==> src/rtl/fifo_collector.sv <==
// Round-robin serial reader for the per-block result FIFOs: finds a non-empty
// block, shifts one word out of it MSB first and offers it on a valid/ready stream.
module fifo_collector #(
  parameter int BLOCKS    = 192,
  parameter int ID_WIDTH  = 8,
  parameter int WORD_BITS = 64
) (
  input  logic                 clk,
  input  logic                 rst_n,
  input  logic                 enable,
  input  logic [BLOCKS-1:0]    fifo_empty,
  input  logic [BLOCKS-1:0]    fifo_oflow,
  output logic [BLOCKS-1:0]    fifo_req,
  input  logic [BLOCKS-1:0]    fifo_bits,
  output logic                 out_valid,
  input  logic                 out_ready,
  output logic [WORD_BITS-1:0] out_data,
  output logic [ID_WIDTH-1:0]  out_block,
  output logic [BLOCKS-1:0]    oflow_sticky,
  output logic                 oflow_any,
  input  logic                 oflow_clear
);

  localparam int CNT_W = $clog2(WORD_BITS + 1);

  typedef enum logic [2:0] {S_SCAN, S_REQ, S_LAST, S_HOLD, S_SETTLE} state_t;

  state_t               state_q, state_d;
  logic [ID_WIDTH-1:0]  ptr_q, ptr_d, ptr_inc;
  logic [CNT_W-1:0]     cnt_q, cnt_d;
  logic [WORD_BITS-2:0] shift_q, shift_d;
  logic [WORD_BITS-1:0] data_q, data_d, shifted;
  logic [ID_WIDTH-1:0]  block_q, block_d;
  logic                 valid_q, valid_d;
  logic [BLOCKS-1:0]    sel, sticky_q, sticky_d;
  logic                 any_q, bit_in, hit;

  // One-hot of the scan pointer; doubles as the request vector and the data mux.
  assign sel     = BLOCKS'(1) << ptr_q;
  assign bit_in  = |(fifo_bits & sel);
  assign hit     = |(~fifo_empty & sel);
  assign ptr_inc = (ptr_q == ID_WIDTH'(BLOCKS - 1)) ? '0 : ptr_q + 1'b1;
  assign shifted = {shift_q, bit_in};

  always_comb begin
    state_d = state_q;
    ptr_d   = ptr_q;
    cnt_d   = cnt_q;
    shift_d = shift_q;
    data_d  = data_q;
    block_d = block_q;
    valid_d = valid_q;
    case (state_q)
      S_SCAN: begin
        if (enable && hit) begin
          state_d = S_REQ;
          cnt_d   = '0;
        end else begin
          ptr_d = ptr_inc;
        end
      end
      S_REQ: begin
        cnt_d = cnt_q + 1'b1;
        // First request cycle has no bit on the wire yet.
        if (cnt_q != '0) shift_d = shifted[WORD_BITS-2:0];
        if (cnt_q == CNT_W'(WORD_BITS - 1)) state_d = S_LAST;
      end
      S_LAST: begin
        data_d  = shifted;
        block_d = ptr_q;
        valid_d = 1'b1;
        state_d = S_HOLD;
      end
      S_HOLD: begin
        if (out_ready) begin
          valid_d = 1'b0;
          ptr_d   = ptr_inc;
          state_d = S_SETTLE;
        end
      end
      // Gives the drained block a cycle to update its empty flag.
      S_SETTLE: state_d = S_SCAN;
      default:  state_d = S_SCAN;
    endcase
  end

  assign sticky_d = fifo_oflow | (sticky_q & ~{BLOCKS{oflow_clear}});

  always_ff @(posedge clk or negedge rst_n) begin
    if (!rst_n) begin
      state_q  <= S_SCAN;
      ptr_q    <= '0;
      cnt_q    <= '0;
      shift_q  <= '0;
      data_q   <= '0;
      block_q  <= '0;
      valid_q  <= 1'b0;
      sticky_q <= '0;
      any_q    <= 1'b0;
    end else begin
      state_q  <= state_d;
      ptr_q    <= ptr_d;
      cnt_q    <= cnt_d;
      shift_q  <= shift_d;
      data_q   <= data_d;
      block_q  <= block_d;
      valid_q  <= valid_d;
      sticky_q <= sticky_d;
      any_q    <= |sticky_q;
    end
  end

  assign fifo_req     = (state_q == S_REQ) ? sel : '0;
  assign out_valid    = valid_q;
  assign out_data     = data_q;
  assign out_block    = block_q;
  assign oflow_sticky = sticky_q;
  assign oflow_any    = any_q;

endmodule

==> config.mk <==
export PLATFORM = sky130hd
export DESIGN_NAME = fifo_collector
export DESIGN_NICKNAME = d
export VERILOG_FILES = /design/src/rtl/fifo_collector.sv
export SDC_FILE = /design/constraint.sdc
export NUM_CORES = 1
export LEC_CHECK = 0
export BUFFER_PORTS_ARGS = -buffer_cell sky130_fd_sc_hd__clkbuf_2
export CAP_MARGIN = 20
export CORE_AREA = 2 2 401 403
export DETAILED_ROUTE_END_ITERATION = 16
export DIE_AREA = 0 0 403 405
export PLACE_DENSITY = 0.36
export SLEW_MARGIN = 10
export SYNTH_ARGS = -nofsm -noshare
export SYNTH_HDL_FRONTEND = slang
export SYNTH_SLANG_ARGS = --single-unit
==> constraint.sdc <==
create_clock -name clk -period 3.15 [get_ports clk]
set_input_delay 0.63 -clock clk [delete_from_list [all_inputs] [get_ports clk]]
set_output_delay 0.63 -clock clk [all_outputs]
set_load 0.01 [all_outputs]
* Word-level counts from Yosys, hierarchy flattened *
Index checks and enable logic that the tools add are counted.

storage, ports and cells
  register bits = 347
  output and inout port bits = 458
  word-level logic and storage cells = 54

operators by class
  add/subtract/negate cells = 2
  equality and inequality tests = 9
  shift-type cells = 1
  muxes and demuxes = 13
  bitwise gates (word level) = 6
  reduce and logical (&&, ||, !) cells = 14

operators with widths
  cell                                                 count
  AND 192 bit                                          3
  OR reduction 192 bit                                 3
  NOT 192 bit                                          2
  two-way mux 192 bit                                  1
  bitwise OR 192 bit                                   1
  left shift 1 x 8 -> 192 bit, first input constant    1
  two-way mux 8 bit                                    3
  case mux 8 bit (2 select lines)                      1
  case mux 7 bit (2 select lines)                      1
  case mux 3 bit (4 select lines)                      1
  two-way mux 3 bit                                    3
  adder 8 x 1 -> 8 bit, second input constant          1
  equality test 8 bit, second input constant           1
  inequality test 2 bit, second input constant         4
  adder 7 x 1 -> 7 bit, second input constant          1
  equality test 7 x 6 -> 1 bit, second input constant  1
  two-way mux 7 bit                                    1
  nonzero test 7 bit                                   1
  equality test 3 x 2 -> 1 bit, second input constant  2
  AND reduction 2 bit                                  3
  AND reduction 3 bit                                  2
  nonzero test 2 bit                                   3
  equality test 3 x 1 -> 1 bit, second input constant  1
  logical NOT 3 bit                                    1
  3 further kinds                                      3

* Depth between registers and ports, before layout *
Gate-level depths: netlist of the first run.

  word-level depth = 6
  gate-level depth with buffers = 15
  gate-level depth less buffers = 12

* Least setup slack after synthesis of the first run *
Ideal clock, no wire load.

  kind = register to register
  start point = register ptr_q[2]
  end point = register ptr_q[7]
  library setup time = 0.127 ns
  arrival = 3.023 ns
  setup slack = 0.000 ns
  cell stages (with the launch flop) = 15
  buffers on the path = 2
  period minus slack after synthesis = 3.150 ns
  path through = dfrtp_1 -> buf_4 -> inv_1 -> buf_2 -> ha_1 -> nand2_1 -> o32a_1 -> o22ai_1 -> or4_4 -> nor4_2 -> nand4_1 -> o41ai_2 -> a21oi_2 -> o31ai_1 -> nand2_1

between the ends
  cells in the longest elaborated chain, start to end = 6
  elaborated cells between the ends (all ways) = 12
  classes of those cells = 1 x add/sub; 2 x eq/ne; 1 x shift; 4 x mux; 1 x bitwise; 3 x reduce/logical

ends and longest elaborated chain
  element                          RTL line  RTL
  start, declared                  29        logic [ID_WIDTH-1:0] ptr_q, ptr_d, ptr_inc;
  start signal, assigned           102       ptr_q <= ptr_d;
  left shift 1 x 8 -> 192 bit      39        assign sel = BLOCKS'(1) << ptr_q;
  AND 192 bit                      41        assign hit = |(~fifo_empty & sel);
  OR reduction 192 bit             41
  logical AND 1 bit                55        if (enable && hit) begin
  inequality test 2 bit (no line)  --
  AND reduction 3 bit (no line)    --

Several ways; a longest one is shown, not always the timed one. The select of a mux whose other input is x is not followed.
A chain may end at the register's enable or synchronous reset.

* Worst setup path after layout of the first run *
  start point = register ptr_q[4]
  end point = register cnt_q[2]

between the ends
  cells in the longest elaborated chain, start to end = 6

ends and longest elaborated chain
  element                          RTL line  RTL
  left shift 1 x 8 -> 192 bit      39
  AND 192 bit                      41
  OR reduction 192 bit             41
  logical AND 1 bit                55
  inequality test 2 bit (no line)  --
  AND reduction 2 bit (no line)    --
  end signal, assigned             103       cnt_q <= cnt_d;
  end, declared                    30        logic [CNT_W-1:0] cnt_q, cnt_d;

No other way between the ends.

==> metrics.md, run 1 <==
| Metric | Value |
|---|---|
| Setup WS post-layout | -243 ps |
| Max-cap violations | 0 |
| Fin nets | 3480 |
| Die area | 163000 sq um |
| CP endpoint kind | flip-flop |
| Final setup viols | 26 |
| Worst-Margin Slew | 1090 ps |
| Cell with the largest stage delay on the worst path | nor3b_1 |
| Critical Path RT | 3590 ps |
| First-pass GRT wire length | 171000 microns |
| Seq pwr share | 44.0% |
| Antenna viol nets, final | 0 |
| Ys flop type | dfrtp_1 |
| Tmin final | 3390 ps |
| Overall power | 11.1 mW |
| Setup crit start | ptr_q[4]$_DFFE_PN0P_ |
| Worst Hold Class | input port to asynchronous set/reset pin |
| Fin. Hold Viols | 0 |
| Violated checks | negative setup slack |
| CP max stage delay | 870 ps |
| Logic pwr share | 10.8% |
| Latest clock arrival within the worst-skew pair | 570 ps |
| Most frequent cells in the layout | clkbuf_2 (989), dfrtp_1 (341), a21o_1 (193), buf_4 (190), nor2_1 (187) |
| CP delay by family, top | simple AND/OR/NAND/NOR gates |
| Port-buffer cells | 1038 |
| Max-slew violations | 0 |
| Fill cells | 17900 |
| Die height | 405 microns |
| H-tree levels | 2 |
| Clock buffer depth | 3 |
| Asr flop ratio synth | 100% |
| Multi-input logic area | 9010 sq um |
| Chip Width | 403 microns |
| Initial antenna violation count | 19 |
| Core area | 159000 sq um |
| PwrDens | 371 nW/um^2 |
| Reg-to-reg startpoint | ptr_q[4]$_DFFE_PN0P_ |
| Clock group share of total power | 45.2% |
| Post-synthesis cell type count | 74 |
| Switching share of power | 26.4% |
| P&R area growth vs syn | 74.2% |
| GR Overflow Total | 0 |
| Leading cell type in the layout, fill and taps excluded | clkbuf_2 |
| RSZ-0062 raised after global routing | true |
| Register area | 8690 sq um |
| Sink Count | 347 |
| Final std cells w/o fill | 5011 |
| Initial core utilization | 10.8% |
| Cell count after synthesis | 1661 |
| CTS buffer count | 41 |
| Vias in the first global route | 20300 |
| Ys Warns | 0 |
| Clk root buf | clkbuf_16 |
| CP Data Arrival Time | 3830 ps |
| Placed cells | 4862 |
| Final period util | 108% |
| Vias per cell | 4.00 |
| Num rows | 147 |
| Mapped cell area | 17200 sq um |
| Hold buffer count at CTS | 0 |
| Largest net degree at the start of global routing | 72 |
| Sequential share of the synthesized area | 50.4% |
| DRT iter0 DRCs | 1486 |
| Mapped Nets | 2250 |
| Crit Path Max Fanout | 19 |
| IO Count | 1039 |
| EDFF count, synth | 0 |
| Via count | 20000 |
| LEAKAGE | 14.0 nW |
| DRT Pass-1 Iters | 5 |
| Cell mode on critical path | nand4_1 |
| Routed Wire Length | 131000 microns |
| Avg Cell Area, Syn | 10.4 sq um |
| Fraction of layout cells with a size suffix above 1 | 58.6% |
| Sw power | 2.94 mW |
| Run status | finished, violations left |
| Drt drc | 0 |
| Slew HR | 27.0% |
| Clk pin slew, worst setup/hold paths | 70 ps |
| Clk_skew | 16.2 ps |
| GPL Wtd Cong | 1.00 |
| Hpwl dp | 105000 microns |
| Max VDD drop | 0.403 mV |
| Seq cells post-synth | 347 |
| CP Buf/Inv Count | 3 |
| TritonCTS clock tree | built |
| Gr usage total | 15.0% |
| Routed len/inst | 26.1 microns |
| CP cell instances | buf_12 > nor3b_1 > o2bb2ai_1 > nand2_1 > nand4_1 > nor4_2 > nand4_1 > o41ai_4 > buf_4 > and2b_1 > buf_6 > o31ai_1 > o21ai_1 |
| Max Fclk | 295 MHz |
| Total negative slack | -2870 ps |
| Cell internal pwr | 8.20 mW |
| Worst setup SP type | flip-flop |
| CP Class | flip-flop to flip-flop |
==> worst paths after layout <==
check	to	slack (ps)	cells after the start
worst max-delay path	cnt_q[2]$_DFFE_PN0P_	-240	13
worst min-delay path	oflow_sticky[64]$_DFF_PN0_	70	1
worst max register to register	cnt_q[2]$_DFFE_PN0P_	-240	13
worst min register to register	state_q[1]$_DFFE_PN0P_	470	1
max in group asynchronous	oflow_sticky[90]$_DFF_PN0_	2270	2
min in group clk	oflow_sticky[114]$_DFF_PN0_	230	2
==> per-stage QoR <==
step	worst slack (ps)	hold slack [ps]	instance area [sq um]	utilization (%)
after detailed placement	-430	457	26400	16.6
after floorplan	101	334	17200	-
final	-243	72.1	30000	18.8
after CTS	-184	55.6	28700	18.0
after global routing	-330	85.4	30000	18.8
after global placement	-432	464	26400	16.6
==> logic make-up (layout without fill, tap and decap cells) <==
logic type,count (synthesis),in the layout,synth area share (%)
xor gates and xnor gates,1,1,0.0508
and+or+nand+nor,518,522,14.6
adders and majority gates,8,8,0.581
buffers and inverters,151,1406,3.97
muxes,163,163,10.5
other,0,5,0
AOI/OAI and AO/OA,473,473,19.9
DFF,347,347,50.4
==> synthesized netlist by cell type, types with 13 or more instances <==
cell	instances	share of area [%]
buf_2	16	0.46
nand4_1	22	0.80
a21o_1	194	8.5
nand2_1	55	1.2
nor3_1	41	1.2
nand3_1	21	0.61
dfrtp_1	347	50
o22ai_1	57	2.1
nand2b_1	15	0.54
a22oi_1	57	2.5
mux2_2	145	9.5
buf_4	13	0.57
clkbuf_1	89	1.9
nor4_1	63	2.3
mux2i_1	18	1.0
a21oi_1	36	1.0
nor2_1	249	5.4
o21ai_0	23	0.67
inv_1	19	0.41
==> power groups by stage <==
| stage | clock (mW) | combinational (mW) | sequential (mW) |
|---|---|---|---|
| after detailed placement | 0 | 1.21 | 4.99 |
| after global routing | 5.44 | 1.29 | 4.92 |
| after CTS | 5.30 | 1.22 | 4.91 |
| after global placement | 0 | 1.22 | 4.99 |
| after floorplan | 0 | 0.232 | 4.95 |
| final | 5.04 | 1.20 | 4.90 |
==> final cells by class <==
| cell class | instances | share of cell area [%] |
|---|---|---|
| diodes | 5 | 0.0417 |
| clock buffers | 61 | 4.04 |
| clock inverters | 11 | 0.584 |
| inverters | 20 | 0.325 |
| multi-input cells | 1167 | 30.0 |
| flip-flops and latches | 347 | 29.0 |
| well taps | 2086 | 8.70 |
| repair buffers | 1314 | 27.3 |
==> worst register-to-register path, stage by stage (launching register included) <==
cell and delay (ps):
dfrtp_1 400, buf_12 170, nor3b_1 880, o2bb2ai_1 310
nand2_1 150, nand4_1 220, nor4_2 80, nand4_1 170
o41ai_4 100, buf_4 170, and2b_1 180, buf_6 140
o31ai_1 210, o21ai_1 90
==> metal layers <==
layer | wire [microns] | vias to the layer above | global-route usage [%]
met5 | 50 | - | 0
met4 | 7020 | 8 | 7.32
met3 | 8920 | 274 | 3.45
met2 | 71100 | 1117 | 28.8
met1 | 43800 | 9970 | 15.0
li1 | - | 8656 | -
==> registers in the layout, indices dropped and copies added (netlist names) <==
signal	flops
state_q	3
oflow_any	1
out_data	64
out_valid	1
out_block	8
cnt_q	7
shift_q	63
ptr_q	8
oflow_sticky	192
==> timing repair <==
| action | 4_1_cts | 5_1_grt |
|---|---|---|
| resized for setup | 161 | 251 |
| setup endpoints to repair | 208 | 178 |
| pin swaps | 19 | 69 |
| buffers inserted | 27 | 31 |
| cloned | 4 | 10 |
No activity file was read; power rests on OpenSTA's default activity.
==> run 2: changes to the inputs <==
Settings changed: PLACE_DENSITY 0.36 to 0.39.
==> run 2 against run 1 <==
- routed wire length grew 0.88%
- worst setup slack lost 27 ps
- critical path depth grew 2
- final cell count grew 1.2%
- fmax shrank 0.79%
- count of clock-buffer cells in the layout shrank 6
- clock skew grew 24 ps
- sequential share of layout area shrank 1.1 points
- first-iteration DRC count grew 7.1%
- sequential power is essentially flat
- the run still ends with negative setup slack left
- critical path type unchanged
- hold slack lost 51 ps
- critical endpoint is now ptr_q[3]$_DFFE_PN0P_
- die area is the same
==> metrics.md, run 2 (same netlist as run 1, synthesis figures left out) <==
| Metric | Value |
|---|---|
| Run status | finished, violations left |
| Violated checks | negative setup slack |
| Vias per cell | 3.99 |
| Largest net degree at the start of global routing | 71 |
| Final std cells w/o fill | 5070 |
| Clk_skew | 40.5 ps |
| Fill cells | 17800 |
| Total negative slack | -4480 ps |
| Initial antenna violation count | 15 |
| CP Buf/Inv Count | 5 |
| Clock buffer depth | 3 |
| Hpwl dp | 106000 microns |
| Max-slew violations | 0 |
| CTS buffer count | 42 |
| Chip Width | 403 microns |
| Critical Path RT | 3600 ps |
| Final period util | 109% |
| Slew HR | 34.7% |
| Fraction of layout cells with a size suffix above 1 | 61.9% |
| Setup WS post-layout | -269 ps |
| Number of flip-flops under the largest register name | 192 |
| Final setup viols | 55 |
| First-pass GRT wire length | 173000 microns |
| Cell with the largest stage delay on the worst path | dfrtp_2 |
| Post-Route Utilization | 19.6% |
| Sink Count | 347 |
| Vias in the first global route | 20300 |
| IO Count | 1039 |
| Max-cap violations | 0 |
| LEAKAGE | 14.5 nW |
| DRT Pass-1 Iters | 6 |
| Via count | 20200 |
| Drt drc | 0 |
| Worst-Margin Slew | 972 ps |
| PwrDens | 366 nW/um^2 |
| GR Overflow Total | 0 |
| Tmin final | 3420 ps |
| Finished Cell Area | 31200 sq um |
| P&R area growth vs syn | 81.0% |
| Clk root buf | clkbuf_16 |
| CP Data Arrival Time | 3870 ps |
| Overall power | 11.4 mW |
| Leading cell type in the layout, fill and taps excluded | clkbuf_2 |
| CP Class | flip-flop to flip-flop |
| H-tree levels | 2 |
| Cell mode on critical path | buf_6 |
| Clk pin slew, worst setup/hold paths | 60 ps |
| CP max stage delay | 470 ps |
| Hold_ws | 21.5 ps |
| DP Area | 26500 sq um |
| Die height | 405 microns |
| Initial core utilization | 10.8% |
| Latest clock arrival within the worst-skew pair | 580 ps |
| Max VDD drop | 0.429 mV |
| Fin nets | 3536 |
| Routed Wire Length | 132000 microns |
| Pre-CTS setup slack | -623 ps |
| Fin. Hold Viols | 0 |
| DRT iter0 DRCs | 1592 |
| Port-buffer cells | 1038 |
| Num rows | 147 |
| Max Fclk | 292 MHz |
| Crit Path Max Fanout | 6 |
| RSZ-0062 raised after global routing | true |
| GPL Wtd Cong | 0.953 |
| Antenna viol nets, final | 0 |
| CP cell instances | buf_6 > ha_4 > buf_4 > or3b_2 > o22ai_1 > a311oi_1 > o22ai_1 > or3_1 > o41ai_4 > buf_4 > a21oi_4 > buf_6 > buf_6 > o21ai_2 > o21ai_1 |
| Die area | 163000 sq um |
| CP endpoint kind | flip-flop |
| Gr usage total | 15.1% |
| Most frequent cells in the layout | clkbuf_2 (906), dfrtp_1 (340), buf_4 (217), a21o_1 (193), mux2_2 (143) |
| Core area | 159000 sq um |
| TritonCTS clock tree | built |
| CP delay by family, top | compound AO/OA/AOI/OAI gates |
| Worst setup SP type | flip-flop |
| Routed len/inst | 26.0 microns |
| Worst Hold Class | input port to asynchronous set/reset pin |
| Placed cells | 4885 |
run 2: cell count changes in the layout (fill, tap and decap cells not counted), moves of 16 or more:
cell and change:
buf_4 +27, buf_6 +22, nor2_2 +41, nor2_4 +16
nor2_1 -57, buf_2 +73, clkbuf_2 -83
run 2: worst paths after layout:
path                                             start                          end  slack [ps]  cells past startpoint
worst max register to register    ptr_q[1]$_DFFE_PN0P_         ptr_q[3]$_DFFE_PN0P_        -270                     15
min in group clk                       fifo_oflow[141]  oflow_sticky[141]$_DFF_PN0_         210                      2
worst max-delay path              ptr_q[1]$_DFFE_PN0P_         ptr_q[3]$_DFFE_PN0P_        -270                     15
max in group asynchronous                        rst_n     out_data[59]$_DFFE_PN0P_        2250                      2
worst min-delay path                             rst_n   oflow_sticky[25]$_DFF_PN0_          20                      1
worst min register to register  state_q[2]$_DFFE_PN0P_       state_q[1]$_DFFE_PN0P_         470                      1
run 2: layout make-up:
cell class	instances	area (sq um)	share of cell area [%]
inverter	20	97.6	0.313
timing repair buffer	1369	8880	28.5
multi-input combinational	1167	9410	30.2
tap	2086	2610	8.37
sequential	347	8690	27.9
antenna	6	15.0	0.0481
clock buffer	55	1180	3.79
clock inverter	20	304	0.975
run 2: what timing repair did:
action                                  4_1_cts  5_1_grt
buffers inserted                             44       49
gates cloned                                  9        8
hold buffers                                  0        0
gates resized for setup                     250      402
endpoints found under the hold margin         0        0
endpoints found under the setup margin      210      183
pin swaps                                    66       69
run 2: power by group:
| group | leakage [nW] | total, mW | switching, mW | internal, mW |
|---|---|---|---|---|
| clock | 0.723 | 5.31 | 2.09 | 3.23 |
| sequential | 4.07 | 4.88 | 0.220 | 4.66 |
| combinational | 9.74 | 1.22 | 0.667 | 0.550 |
| total | 14.5 | 11.4 | 2.97 | 8.43 |
run 2: per-layer routing:
layer | GRT usage, % | routed length, microns | vias up
li1 | - | - | 8762
met1 | 15.2 | 44100 | 10000
met2 | 28.8 | 71200 | 1152
met3 | 3.33 | 9040 | 276
met4 | 8.14 | 7670 | 8
met5 | 0 | 52 | -
==> run 3: changes to the inputs <==
--- a/config.mk
+++ b/config.mk
@@ -7,3 +7,3 @@
 export LEC_CHECK = 0
-export BUFFER_PORTS_ARGS = -buffer_cell sky130_fd_sc_hd__clkbuf_2
+export BUFFER_PORTS_ARGS = -buffer_cell sky130_fd_sc_hd__buf_2
 export CAP_MARGIN = 20
==> constraint.sdc (replaced) <==
create_clock -name clk -period 3.15 [get_ports clk]
set_input_delay 0.315 -clock clk [delete_from_list [all_inputs] [get_ports clk]]
set_output_delay 0.315 -clock clk [all_outputs]
set_load 0.01 [all_outputs]
==> run 3 against run 2 <==
- the flow still finishes with violations (negative setup slack)
- non-clock buffer count up 121
- cell area down 0.68%
- total power up 0.22%
- count of clock-buffer cells in the layout up 5
==> metrics.md, run 3 (same netlist as run 1, synthesis figures left out) <==
| Metric | Value |
|---|---|
| Run status | finished, violations left |
| Violated checks | negative setup slack |
| IO Count | 1039 |
| Gr usage total | 14.8% |
| Core area | 159000 sq um |
| Initial core utilization | 10.8% |
| Cell with the largest stage delay on the worst path | dfrtp_2 |
| CP max stage delay | 440 ps |
| P&R area growth vs syn | 79.7% |
| CP Class | flip-flop to flip-flop |
| Most frequent cells in the layout | buf_2 (1037), dfrtp_1 (342), nor2_1 (233), buf_4 (210) |
| Max VDD drop | 0.418 mV |
| Vias in the first global route | 20800 |
| GPL Wtd Cong | 0.952 |
| Number of flip-flops under the largest register name | 192 |
| LEAKAGE | 14.5 nW |
| DRT iter0 DRCs | 1604 |
| GRT busiest layer | met2 |
| Fraction of layout cells with a size suffix above 1 | 53.8% |
| Fin nets | 3654 |
| Clk root buf | clkbuf_16 |
| Port-buffer cells | 1038 |
| CP endpoint kind | flip-flop |
| Pre-CTS setup slack | -860 ps |
| Via count | 20400 |
| Leading cell type in the layout, fill and taps excluded | buf_2 |
| Hold_ws | 64.0 ps |
| Tmin final | 3290 ps |
| Worst Hold Class | input port to flip-flop |
| Worst-Margin Slew | 791 ps |
| Initial antenna violation count | 18 |
| Met3 global-route usage | 2.82% |
| Antenna viol nets, final | 0 |
| Clock buffer depth | 3 |
| Die area | 163000 sq um |
| Final setup viols | 17 |
| Fin. Hold Viols | 0 |
| GR Overflow Total | 0 |
| Vias per cell | 3.93 |
| First-pass GRT wire length | 170000 microns |
| Largest net degree at the start of global routing | 76 |
| Num rows | 147 |
| Finished Cell Area | 31000 sq um |
| PwrDens | 369 nW/um^2 |
| Max-slew violations | 0 |
| Die height | 405 microns |
| TritonCTS clock tree | built |
| CTS buffer count | 43 |
| Routed len/inst | 24.5 microns |
| Sink Count | 347 |
| CP cell instances | buf_12 > ha_4 > ha_4 > buf_4 > inv_2 > buf_6 > nor2_4 > a31oi_1 > nand3_1 > nor4_2 > nand3_1 > o41ai_4 > buf_4 > buf_6 > a21oi_4 > nor3_2 > o2bb2ai_1 |
| CP Data Arrival Time | 3730 ps |
| GR Layer Usage met1 | 15.0% |
| Chip Width | 403 microns |
| Overall power | 11.4 mW |
| Worst setup SP type | flip-flop |
| Max Fclk | 304 MHz |
| Clk pin slew, worst setup/hold paths | 60 ps |
| H-tree levels | 2 |
| DRT Pass-1 Iters | 7 |
| Latest clock arrival within the worst-skew pair | 590 ps |
| Final period util | 104% |
| Max-cap violations | 0 |
| Routed Wire Length | 127000 microns |
| Crit Path Max Fanout | 7 |
| RSZ-0062 raised after global routing | true |
| Hpwl dp | 104000 microns |
| Slew HR | 47.0% |
| Critical Path RT | 3590 ps |
| Drt drc | 0 |
| Clk_skew | 42.7 ps |
| DP Area | 26600 sq um |
| Setup WS post-layout | -137 ps |
| Met2 Track Usage GR | 28.4% |
-- run 3: timing repair --
item	CTS	global route
endpoints found under the hold margin	259	0
hold buffers	193	0
resized for setup	95	77
buffers inserted	20	15
pin swaps	24	23
endpoints found under the setup margin	176	150
-- run 3: final timing paths --
path | from | endpoint | slack (ps) | depth (start not counted)
worst max-delay path | ptr_q[0]$_DFFE_PN0P_ | ptr_q[6]$_DFFE_PN0P_ | -140 | 17
worst min-delay path | out_ready | out_valid$_DFFE_PN0P_ | 60 | 4
worst max register to register | ptr_q[0]$_DFFE_PN0P_ | ptr_q[6]$_DFFE_PN0P_ | -140 | 17
worst min register to register | state_q[2]$_DFFE_PN0P_ | state_q[1]$_DFFE_PN0P_ | 460 | 1
max in group asynchronous | rst_n | shift_q[59]$_DFFE_PN0P_ | 1950 | 3
min in group asynchronous | rst_n | oflow_sticky[25]$_DFF_PN0_ | 330 | 2
-- run 3: area by class of cell --
class	count	area (sq um)
clock inverters	18	225
well taps	2086	2610
clock buffers	60	1230
inverters	20	92.6
repair buffers	1490	9530
flip-flops and latches	347	8690
fillers	17700	128000
diodes	7	17.5
multi-input cells	1163	8580
-- run 3: per-stage QoR --
| stage | TNS, ps | instances | util (%) |
|---|---|---|---|
| after floorplan | 0 | 1661 | - |
| after global placement | -7790 | 4880 | 16.7 |
| after detailed placement | -8080 | 4880 | 16.7 |
| after CTS | -2860 | 5170 | 19.2 |
| after global routing | -4060 | 5190 | 19.4 |
| final | -1170 | 5191 | 19.4 |
-- run 3: report_power, final --
| group | internal, mW | switching [mW] |
|---|---|---|
| Combinational | 0.706 | 0.709 |
| Sequential | 4.66 | 0.217 |
| Clock | 3.07 | 2.07 |
-- run 3: metal layers --
metal	share of wire, %	wire [microns]
met5	0.045	57
met4	5.6	7150
met3	6.1	7740
met2	54	68100
met1	35	43900
-- run 3: critical path: cells and delay by family (launching register included) --
family | cells | cell delay, ps
DFF | 1 | 440
adders and majority gates | 2 | 340
AOI/OAI and AO/OA | 4 | 730
and+or+nand+nor | 5 | 860
buffers and inverters | 6 | 790
